--- src/rtl/instr_encoder.sv ---
// Packs simple MIPS-style instruction requests into 32-bit words and streams them into a 1024-word instruction memory.
// Optional feature: define INSTR_ENCODER_DELAY_SLOT_PAD_EN to follow every beq/jal/jr with a NOP delay-slot word.
module instr_encoder (
  input  logic        clk,
  input  logic        reset,
  input  logic        clear,
  input  logic        req_valid,
  output logic        req_ready,
  input  logic [3:0]  req_op,
  input  logic [4:0]  req_rs,
  input  logic [4:0]  req_rt,
  input  logic [4:0]  req_rd,
  input  logic [25:0] req_imm,
  output logic        im_we,
  output logic [9:0]  im_addr,
  output logic [31:0] im_wdata,
  output logic [10:0] word_count,
  output logic        full,
  output logic        err
);

`ifdef INSTR_ENCODER_DELAY_SLOT_PAD_EN
  localparam bit PAD_EN = 1'b1;
`else
  localparam bit PAD_EN = 1'b0;
`endif

  typedef enum logic [1:0] {RUN, PAD, FULL} state_t;

  state_t      state, state_nxt;
  logic [9:0]  ptr, ptr_nxt;
  logic        ready_q, ready_nxt;
  logic        we_nxt, full_nxt, err_nxt;
  logic [9:0]  addr_nxt;
  logic [31:0] wdata_nxt;
  logic [10:0] count_nxt;
  logic [31:0] enc;
  logic        legal, branch, accept;

  // A request arriving together with clear is never taken.
  assign req_ready = ready_q & ~clear;
  assign accept    = req_valid & ready_q & ~clear;

  always_comb begin
    enc    = '0;
    legal  = 1'b1;
    branch = 1'b0;
    case (req_op)
      4'd0: enc = {6'b000000, req_rs, req_rt, req_rd, 5'b00000, 6'b100001};
      4'd1: enc = {6'b000000, req_rs, req_rt, req_rd, 5'b00000, 6'b100011};
      4'd2: enc = {6'b001101, req_rs, req_rt, req_imm[15:0]};
      4'd3: enc = {6'b100011, req_rs, req_rt, req_imm[15:0]};
      4'd4: enc = {6'b101011, req_rs, req_rt, req_imm[15:0]};
      4'd5: begin
        enc    = {6'b000100, req_rs, req_rt, req_imm[15:0]};
        branch = 1'b1;
      end
      4'd6: begin
        enc    = {6'b000011, req_imm};
        branch = 1'b1;
      end
      4'd7: begin
        enc    = {6'b000000, req_rs, 15'b0, 6'b001000};
        branch = 1'b1;
      end
      4'd8: enc = {6'b001111, 5'b00000, req_rt, req_imm[15:0]};
      default: legal = 1'b0;
    endcase
  end

  always_comb begin
    state_nxt = state;
    ptr_nxt   = ptr;
    ready_nxt = ready_q;
    we_nxt    = 1'b0;
    addr_nxt  = im_addr;
    wdata_nxt = im_wdata;
    count_nxt = word_count;
    full_nxt  = full;
    err_nxt   = err;
    if (clear) begin
      state_nxt = RUN;
      ptr_nxt   = '0;
      count_nxt = '0;
      full_nxt  = 1'b0;
      ready_nxt = 1'b1;
    end else begin
      case (state)
        RUN: begin
          ready_nxt = 1'b1;
          if (accept) begin
            if (!legal) begin
              err_nxt = 1'b1;
            end else begin
              we_nxt    = 1'b1;
              addr_nxt  = ptr;
              wdata_nxt = enc;
              ptr_nxt   = ptr + 10'd1;
              count_nxt = word_count + 11'd1;
              // The last slot wins over padding: no room remains for a NOP.
              if (ptr == 10'd1023) begin
                state_nxt = FULL;
                full_nxt  = 1'b1;
                ready_nxt = 1'b0;
              end else if (PAD_EN && branch) begin
                state_nxt = PAD;
                ready_nxt = 1'b0;
              end
            end
          end
        end
        PAD: begin
          we_nxt    = 1'b1;
          addr_nxt  = ptr;
          wdata_nxt = '0;
          ptr_nxt   = ptr + 10'd1;
          count_nxt = word_count + 11'd1;
          if (ptr == 10'd1023) begin
            state_nxt = FULL;
            full_nxt  = 1'b1;
            ready_nxt = 1'b0;
          end else begin
            state_nxt = RUN;
            ready_nxt = 1'b1;
          end
        end
        FULL: ready_nxt = 1'b0;
        default: begin
          state_nxt = RUN;
          ready_nxt = 1'b0;
        end
      endcase
    end
  end

  always_ff @(posedge clk or posedge reset) begin
    if (reset) begin
      state      <= RUN;
      ptr        <= '0;
      ready_q    <= 1'b0;
      im_we      <= 1'b0;
      im_addr    <= '0;
      im_wdata   <= '0;
      word_count <= '0;
      full       <= 1'b0;
      err        <= 1'b0;
    end else begin
      state      <= state_nxt;
      ptr        <= ptr_nxt;
      ready_q    <= ready_nxt;
      im_we      <= we_nxt;
      im_addr    <= addr_nxt;
      im_wdata   <= wdata_nxt;
      word_count <= count_nxt;
      full       <= full_nxt;
      err        <= err_nxt;
    end
  end

endmodule

--- config.mk ---
export PLATFORM = sky130hd
export DESIGN_NAME = instr_encoder
export DESIGN_NICKNAME = d
export VERILOG_FILES = /design/src/rtl/instr_encoder.sv
export SDC_FILE = /design/constraint.sdc
export NUM_CORES = 1
export LEC_CHECK = 0
export BUFFER_PORTS_ARGS = -buffer_cell sky130_fd_sc_hd__buf_2
export CAP_MARGIN = 10
export CORE_AREA = 5 5 86 88
export CTS_BUF_LIST = sky130_fd_sc_hd__clkbuf_8 sky130_fd_sc_hd__clkbuf_16
export DETAILED_ROUTE_END_ITERATION = 12
export DIE_AREA = 0 0 91 93
export GPL_ROUTABILITY_DRIVEN = 1
export HOLD_SLACK_MARGIN = 0.02
export PLACE_DENSITY = 0.78
export SYNTH_ARGS = -nofsm -noshare
export SYNTH_HDL_FRONTEND = slang
export SYNTH_SLANG_ARGS = --single-unit
export TNS_END_PERCENT = 100
--- constraint.sdc ---
create_clock -name clk -period 2.6 [get_ports clk]
set_input_delay 0.26 -clock clk [delete_from_list [all_inputs] [get_ports clk]]
set_output_delay 0.26 -clock clk [all_outputs]
set_load 0.005 [all_outputs]
Word level (Yosys, flattened, before mapping)

Cells that the tools add are included.

Bits in writable memories: 0
Latch bits: 0
Word-level logic and storage cells: 78
Bits in read-only memories: 0
Bits in registers: 69
Input port bits: 49
Output and inout port bits: 57
Memories: 0

Div/mod/pow operators: 0
Shift-type cells: 0
Eq/ne operators: 17
Order comparisons: 0
Bitwise logic cells: 5
Multiplexer cells: 36
Reductions and logical operators: 9
Multipliers: 0
Add/subtract/negate cells: 2

Operator list:

| operator              | count |
|---|---|
| $pmux 32 s9           | 1 |
| $mux 32               | 2 |
| $pmux 32 s2           | 1 |
| $mux 10               | 5 |
| $pmux 10 s2           | 2 |
| $mux 11               | 3 |
| $pmux 11 s2           | 1 |
| $eq 4x3->1 const B    | 4 |
| $mux 1                | 12 |
| $reduce_and 4->1      | 3 |
| $add 11x1->11 const B | 1 |
| $add 10x1->10 const B | 1 |
| $eq 10x10->1 const B  | 1 |
| $mux 2                | 5 |
| $ne 3x3->1 const B    | 3 |
| $reduce_or 9->1       | 1 |
| $eq 4x2->1 const B    | 2 |
| $ne 2x2->1 const B    | 3 |
| $pmux 1 s2            | 3 |
| $pmux 2 s3            | 1 |
| $eq 4x1->1 const B    | 1 |
| $eq 4x4->1 const B    | 1 |
| $logic_not 4->1       | 1 |
| $and 1x1->1           | 3 |
| other kinds (7)       | 8 |

Logic depth before layout (Yosys ltp)

Gate-level depths: netlist of the first run.

Depth after elaboration: 7
Depth in mapped cells: 8
Mapped depth without buffers: 5

Worst setup path after synthesis of the first run

OpenSTA, ideal clock, no wires.

Path kind: reg-to-reg
From: register state[1]
To: register im_wdata[0]
Setup time: 0.126 ns
Path buffers: 3
Stages on the path, launching flop included: 7
Data arrival time: 1.502 ns
Required time: 2.474 ns
Path slack: 0.972 ns
Clock period less this slack: 1.628 ns
Cell sequence: dfrtp_1 > nand4bb_1 > buf_2 > or2_1 > buf_6 > buf_6 > a221o_1

Word-level cells in the longest chain between the ends: 3
Elaborated cells between the ends (all ways): 7
Classes of those cells: eq/ne: 3; mux: 1; reduce/logical: 3

Ends and longest elaborated chain:

| what                                                             | line | text |
|---|---|---|
| start, declared                                                  | 30   | `state_t state, state_nxt;` |
| start signal, assigned                                           | 148  | `state <= state_nxt;` |
| $eq 2x1->1 or $logic_not 2->1 (tied branches)                    | 88   | `case (state)` |
| $reduce_bool 2->1 (no source line) or $ne 2x2->1 (tied branches) | --   |  |
| $reduce_and 4->1 (no source line)                                | --   |  |
| end signal, assigned                                             | 153  | `im_wdata <= wdata_nxt;` |
| end, declared                                                    | 16   | `output logic [31:0] im_wdata,` |

Parallel ways exist; a longest one is shown, timed or not.
A chain may end at the register's enable or synchronous reset.

Worst setup path after layout of the first run

From: register state[1]
To: register word_count[9]

Word-level cells in the longest chain between the ends: 3
Elaborated cells between the ends (all ways): 8
Classes of those cells: eq/ne: 3; mux: 2; reduce/logical: 3

Ends and longest elaborated chain:

| what                                          | line | text |
|---|---|---|
| $eq 2x1->1 or $logic_not 2->1 (tied branches) | 88   |  |
| $pmux 11 s2 (tied with other cells)           | 88   |  |
| $mux 11 or $reduce_and 3->1 (tied branches)   | --   |  |
| end signal, assigned                          | 154  | `word_count <= count_nxt;` |
| end, declared                                 | 17   | `output logic [10:0] word_count,` |

Parallel ways exist; a longest one is shown, timed or not.

==> results of run 1 <==
==> synthesized netlist by cell type, drive strengths merged (2+ instances only) <==
cell type	number	share of area, %
a21o	2	0.47
a21oi	12	1.9
a221o	8	2.5
a221oi	10	2.7
a22o	7	1.9
a31o	2	0.55
a31oi	2	0.39
and3	9	1.8
buf	16	3.6
clkbuf	6	0.70
dfrtp	67	52
ha	2	0.78
inv	5	0.59
mux2	2	0.70
nand2	41	4.8
nand2b	7	1.4
nand3	4	0.63
nand3b	2	0.47
nand4	3	0.59
nor2	49	6.1
nor2b	4	0.78
nor3	7	1.1
nor3b	2	0.47
nor4	6	1.2
nor4b	2	0.94
o21ai	11	1.7
o32a	2	0.63
o32ai	2	0.55
or2	3	0.59
xnor2	15	4.1
==> through the flow <==
| stage | utilization (%) | cell area (um^2) | hold slack, ps |
|---|---|---|---|
| finish | 59.4 | 3900 | 152 |
| global route | 59.4 | 3900 | 127 |
| CTS | 59.4 | 3900 | 130 |
| global placement | 56.6 | 3720 | 350 |
| floorplan | - | 3200 | 393 |
| detailed placement | 56.6 | 3720 | 362 |
==> cell type report <==
class | count | area, um^2
clock buffers | 10 | 138
clock inverters | 6 | 33.8
fillers | 556 | 2670
inverters | 5 | 18.8
multi-input cells | 228 | 1370
flip-flops and latches | 67 | 1680
well taps | 80 | 100
repair buffers | 110 | 568
==> kinds of logic after synthesis <==
logic type,Yosys count,share of synthesized area [%]
multiplexers,3,1.02
XOR/XNOR,15,4.11
other,1,0.117
AND/OR/NAND/NOR,144,22.1
flip-flops,67,52.4
AO/OA/AOI/OAI,63,14.6
buffers and inverters,27,4.89
adder cells (fa/ha/maj),2,0.782
==> final timing paths <==
kind	from	cells past startpoint	to
max	state[1]	4	word_count[9]
min	req_imm[15]	2	im_wdata[15]
max reg2reg	state[1]	4	word_count[9]
min reg2reg	im_addr[7]	2	im_addr[7]
max in group asynchronous	reset	4	im_wdata[0]
min in group asynchronous	reset	3	im_wdata[17]
==> cells in the final DEF, fill, tap and decap left out, types with 5 or more instances in the layout <==
master    count
xnor2_1      15
buf_2       104
nand2_1      41
a21oi_1      12
clkbuf_8     10
nor3_1        7
and3_1        9
buf_4         5
nor2_1       47
dfrtp_1      67
nand2b_1      7
a221oi_1     10
nor4_1        6
a221o_1       8
o21ai_0      11
a22o_1        7
inv_1         5
==> power breakdown <==
part	switching, mW	internal (mW)
logic	0.203	0.190
clock network	0.364	0.363
registers	0.0584	1.15
total	0.625	1.70
==> what timing repair did <==
action | 4_1_cts | 5_1_grt
setup buffers | 0 | 0
resized for setup | 0 | 0
hold buffers | 1 | 0
hold endpoints to repair | 26 | 0
==> state kept, by name (all words and copies together) (netlist names) <==
register	flops
err	1
full	1
im_addr	10
im_wdata	31
im_we	1
ptr	10
ready_q	1
state	1
word_count	11
==> metal layers <==
layer	routed length (um)	GRT usage [%]	vias to the layer above
li1	-	-	1336
met1	3420	24.4	1298
met2	3540	29.3	109
met3	662	7.40	4
met4	38	5.26	0
met5	0	0	-
==> results.json, run 1 <==
{
  "fin_ws_ps": 518,
  "critPathLaunchType": "flip-flop",
  "slowest_stage": "nor3_1",
  "syn-num-nets": 373,
  "r2r_slack_ps": 520,
  "place.port_buffers": 104,
  "tightestPinTransition_ps": 826,
  "status": "complete, no violations",
  "max_freq_mhz": 480,
  "ys_seq_area_share_pct": 52.4,
  "synthDistinctLibCells": 49,
  "ant_nets": 0,
  "htreeDepth": 3,
  "drc": 0,
  "cp_max_fo": 16,
  "criticalPathCategory": "flip-flop to flip-flop",
  "peakVddDrop_uv": 332,
  "area_delta_synth_final_pct": 21.9,
  "required_ps": 2820,
  "drv_slew": 0,
  "crit_path_max_incr_delay_ps": 660,
  "critPathTopFamily": "simple AND/OR/NAND/NOR gates",
  "core_um2": 6570,
  "start_util_pct": 48.7,
  "die_w_um": 91,
  "ys_seq_elements": 67,
  "final_cell_count_no_fill": 506,
  "gp_congestion": 0.807,
  "netlist_instances": 322,
  "drt_iter0_markers": 156,
  "die-area_um2": 8460,
  "grt_pass1_wl_um": 13000,
  "crit_path_cell_trace": "nand3b_1 -> nor3_1 -> a21oi_1 -> a31o_2",
  "ys.flop_type": "dfrtp_1",
  "clock-skew-final_ps": 11.3,
  "vias": 2747,
  "antenna_cells": 0,
  "p_total_mw": 2.33,
  "cts_tree": "done",
  "end_kind": "flip-flop",
  "rows": 30,
  "syn_area_um2": 3200,
  "dp_slack_ps": 237,
  "dr.pass1.iters": 4,
  "grt_max_degree": 37,
  "dp.cells": 489,
  "final_nets": 472,
  "drive_above_1_share_pct": 31.7,
  "synth_edf_count": 0,
  "post_drt_wl_per_cell_um": 15.1,
  "finalSetupViolations": 0,
  "hpwlAfterDp_um": 5610,
  "cts_buffer_depth": 2,
  "min_period_over_period_pct": 80.1,
  "drv_cap": 0,
  "globalRouteOverflowTotal": 0,
  "ios": 106,
  "fin_setup_tns_ps": 0,
  "rsz0062_at_grt": "no",
  "critPathBufInv": 0,
  "cts_made_buffers": 9,
  "cts_root_buf": "clkbuf_8",
  "cts.clk_slew.worst_paths_ps": 70,
  "grt_pass1_vias": 2677,
  "period_needed_ps": 2080,
  "ys_warn_count": 0,
  "arrival_ps": 2300,
  "antenna_found_initial": 0,
  "routed_wl_um": 7660,
  "viasPerCell": 5.43,
  "die_h_um": 93,
  "grt_usage_pct": 18.8,
  "hp-class": "input port to flip-flop",
  "avgSynthCellArea_um2": 9.94,
  "power_density_nw_per_um2": 596,
  "clk_latency_ps": 330,
  "total_leakage_power_nw": 1.94,
  "finalHoldViolCount": 0,
  "async_reset_ff_share_pct": 100,
  "clock-sinks": 67,
  "relSlewSlack_pct": 44.9
}
(Power assumes the default switching activity.)
==> inputs of run 2 (changes only) <==
--- a/config.mk
+++ b/config.mk
@@ -7,13 +7,13 @@
 export LEC_CHECK = 0
 export BUFFER_PORTS_ARGS = -buffer_cell sky130_fd_sc_hd__buf_2
 export CAP_MARGIN = 10
-export CORE_AREA = 5 5 86 88
+export CORE_AREA = 5 5 90 92
 export CTS_BUF_LIST = sky130_fd_sc_hd__clkbuf_8 sky130_fd_sc_hd__clkbuf_16
 export DETAILED_ROUTE_END_ITERATION = 12
-export DIE_AREA = 0 0 91 93
+export DIE_AREA = 0 0 95 97
 export GPL_ROUTABILITY_DRIVEN = 1
 export HOLD_SLACK_MARGIN = 0.02
-export PLACE_DENSITY = 0.78
+export PLACE_DENSITY = 0.75
 export SYNTH_ARGS = -nofsm -noshare
 export SYNTH_HDL_FRONTEND = slang
 export SYNTH_SLANG_ARGS = --single-unit
==> constraint.sdc (replaced) <==
create_clock -name clk -period 1.8 [get_ports clk]
set_input_delay 0.18 -clock clk [delete_from_list [all_inputs] [get_ports clk]]
set_output_delay 0.18 -clock clk [all_outputs]
set_load 0.005 [all_outputs]
==> results.json, run 2 (same netlist as run 1, synthesis figures left out) <==
{
  "status": "complete, no violations",
  "worst-r2r-cell-count": 4,
  "end_kind": "flip-flop",
  "hpwlAfterDp_um": 5960,
  "rows": 31,
  "final_cell_count_no_fill": 541,
  "fill_cells": 664,
  "hp-class": "input port to flip-flop",
  "place_area_um2": 3880,
  "area_delta_synth_final_pct": 28.8,
  "fin_area_um2": 4120,
  "finalSetupViolations": 0,
  "critPathLaunchType": "flip-flop",
  "gp_congestion": 0.875,
  "power_density_nw_per_um2": 905,
  "dp.cells": 524,
  "grt_pass1_vias": 2755,
  "clock-skew-final_ps": 7.87,
  "slowest_stage": "or3_1",
  "grt_pass1_wl_um": 13000,
  "core_um2": 7140,
  "cts_tree": "done",
  "rsz0062_at_grt": "no",
  "htreeDepth": 3,
  "die-area_um2": 9220,
  "fin_setup_tns_ps": 0,
  "reg_top3": "im_wdata (31), word_count (11)",
  "antenna_found_initial": 0,
  "relSlewSlack_pct": 60.5,
  "grt_max_degree": 68,
  "largest_reg_flops": 31,
  "ant_nets": 0,
  "min_path_cells": 2,
  "wl_met3_um": 698,
  "total_leakage_power_nw": 2.04,
  "globalRouteOverflowTotal": 0,
  "top_register": "im_wdata",
  "cts_made_buffers": 9,
  "cp_max_fo": 5,
  "drt_iter0_markers": 103,
  "cts_buffer_depth": 2,
  "die_h_um": 97,
  "fin_ws_ps": 116,
  "die_w_um": 95,
  "p_total_mw": 3.73,
  "grt_usage_pct": 17.7,
  "crit_path_cell_trace": "and3_1 -> nand4_1 -> or3_1 -> o32a_1",
  "max_freq_mhz": 594,
  "tightestPinTransition_ps": 590,
  "required_ps": 2030,
  "period_needed_ps": 1680,
  "criticalPathCategory": "flip-flop to flip-flop",
  "cts.clk_slew.worst_paths_ps": 80,
  "met2_length_um": 3720,
  "layout_commonest_cell": "buf_2",
  "place.port_buffers": 104,
  "drv_slew": 0,
  "drv_cap": 0,
  "dr.max_layer_used": "met4",
  "antenna_cells": 0,
  "final_nets": 488,
  "post-cts-setup-buffers": 0,
  "ios": 106,
  "peakVddDrop_uv": 433,
  "min_period_over_period_pct": 93.5,
  "dp_slack_ps": 164,
  "crit_path_max_incr_delay_ps": 460,
  "final_cell_mix": "buf_2, dfrtp_1, nor2_1",
  "finalHoldViolCount": 0,
  "drc": 0,
  "wl_met1_um": 3490,
  "clk_latency_ps": 340,
  "utilization_pct": 57.7,
  "vias": 2836,
  "viasPerCell": 5.24,
  "routed_wl_um": 8010,
  "drive_above_1_share_pct": 34.8,
  "post_drt_wl_per_cell_um": 14.8,
  "cts_root_buf": "clkbuf_8",
  "clock-sinks": 67,
  "start_util_pct": 44.8,
  "dr.pass1.iters": 4,
  "fin_hold_ws_ps": 47.7,
  "arrival_ps": 1910
}
## run 2: cell types whose count changed in the layout (fill, tap and decap cells not counted), moves of 2 or more
| cell | delta |
|---|---|
| buf_4 | +15 |
| bufinv_16 | +2 |
| clkinvlp_4 | +2 |
| inv_1 | -2 |
## run 2: repair_timing
action                                 4_1_cts  5_1_grt
setup endpoints to repair                    0        1
resized for setup                            0        1
hold buffers                                 1        0
endpoints found under the hold margin       67        0
## run 2: layout make-up
cell class | count | area (um^2) | area share (%)
clock inverters | 6 | 88.8 | 2.16
clock buffers | 10 | 138 | 3.34
multi-input cells | 228 | 1370 | 33.3
well taps | 99 | 124 | 3.01
repair buffers | 126 | 701 | 17.0
flip-flops and latches | 67 | 1680 | 40.7
inverters | 5 | 22.5 | 0.546
## run 2: power by group
| part | switching, mW | total, mW | internal, mW |
|---|---|---|---|
| Combinational | 0.293 | 0.589 | 0.296 |
| Sequential | 0.0842 | 1.74 | 1.66 |
| Clock | 0.585 | 1.40 | 0.817 |
## run 2: per-layer routing
metal	track usage, %	vias to the layer above
li1	-	1365
met1	22.9	1353
met2	28.0	106
met3	5.20	12
met4	6.33	0
met5	0	-
## run 2: critical path: cells and delay by family (launching register included)
family | cells | cell delay, ps
AND/OR/NAND/NOR | 3 | 810
AO/OA/AOI/OAI | 1 | 310
flip-flops | 1 | 450
## run 2: path summary, 6_finish.rpt
path | startpoint | end | slack, ps
setup / recovery | ptr[5] | ready_q | 120
hold / removal | req_imm[4] | im_wdata[4] | 50
setup reg to reg | ptr[5] | ready_q | 120
hold reg to reg | err | err | 460
max in group asynchronous | reset | word_count[3] | 1030
min in group asynchronous | reset | im_wdata[10] | 470
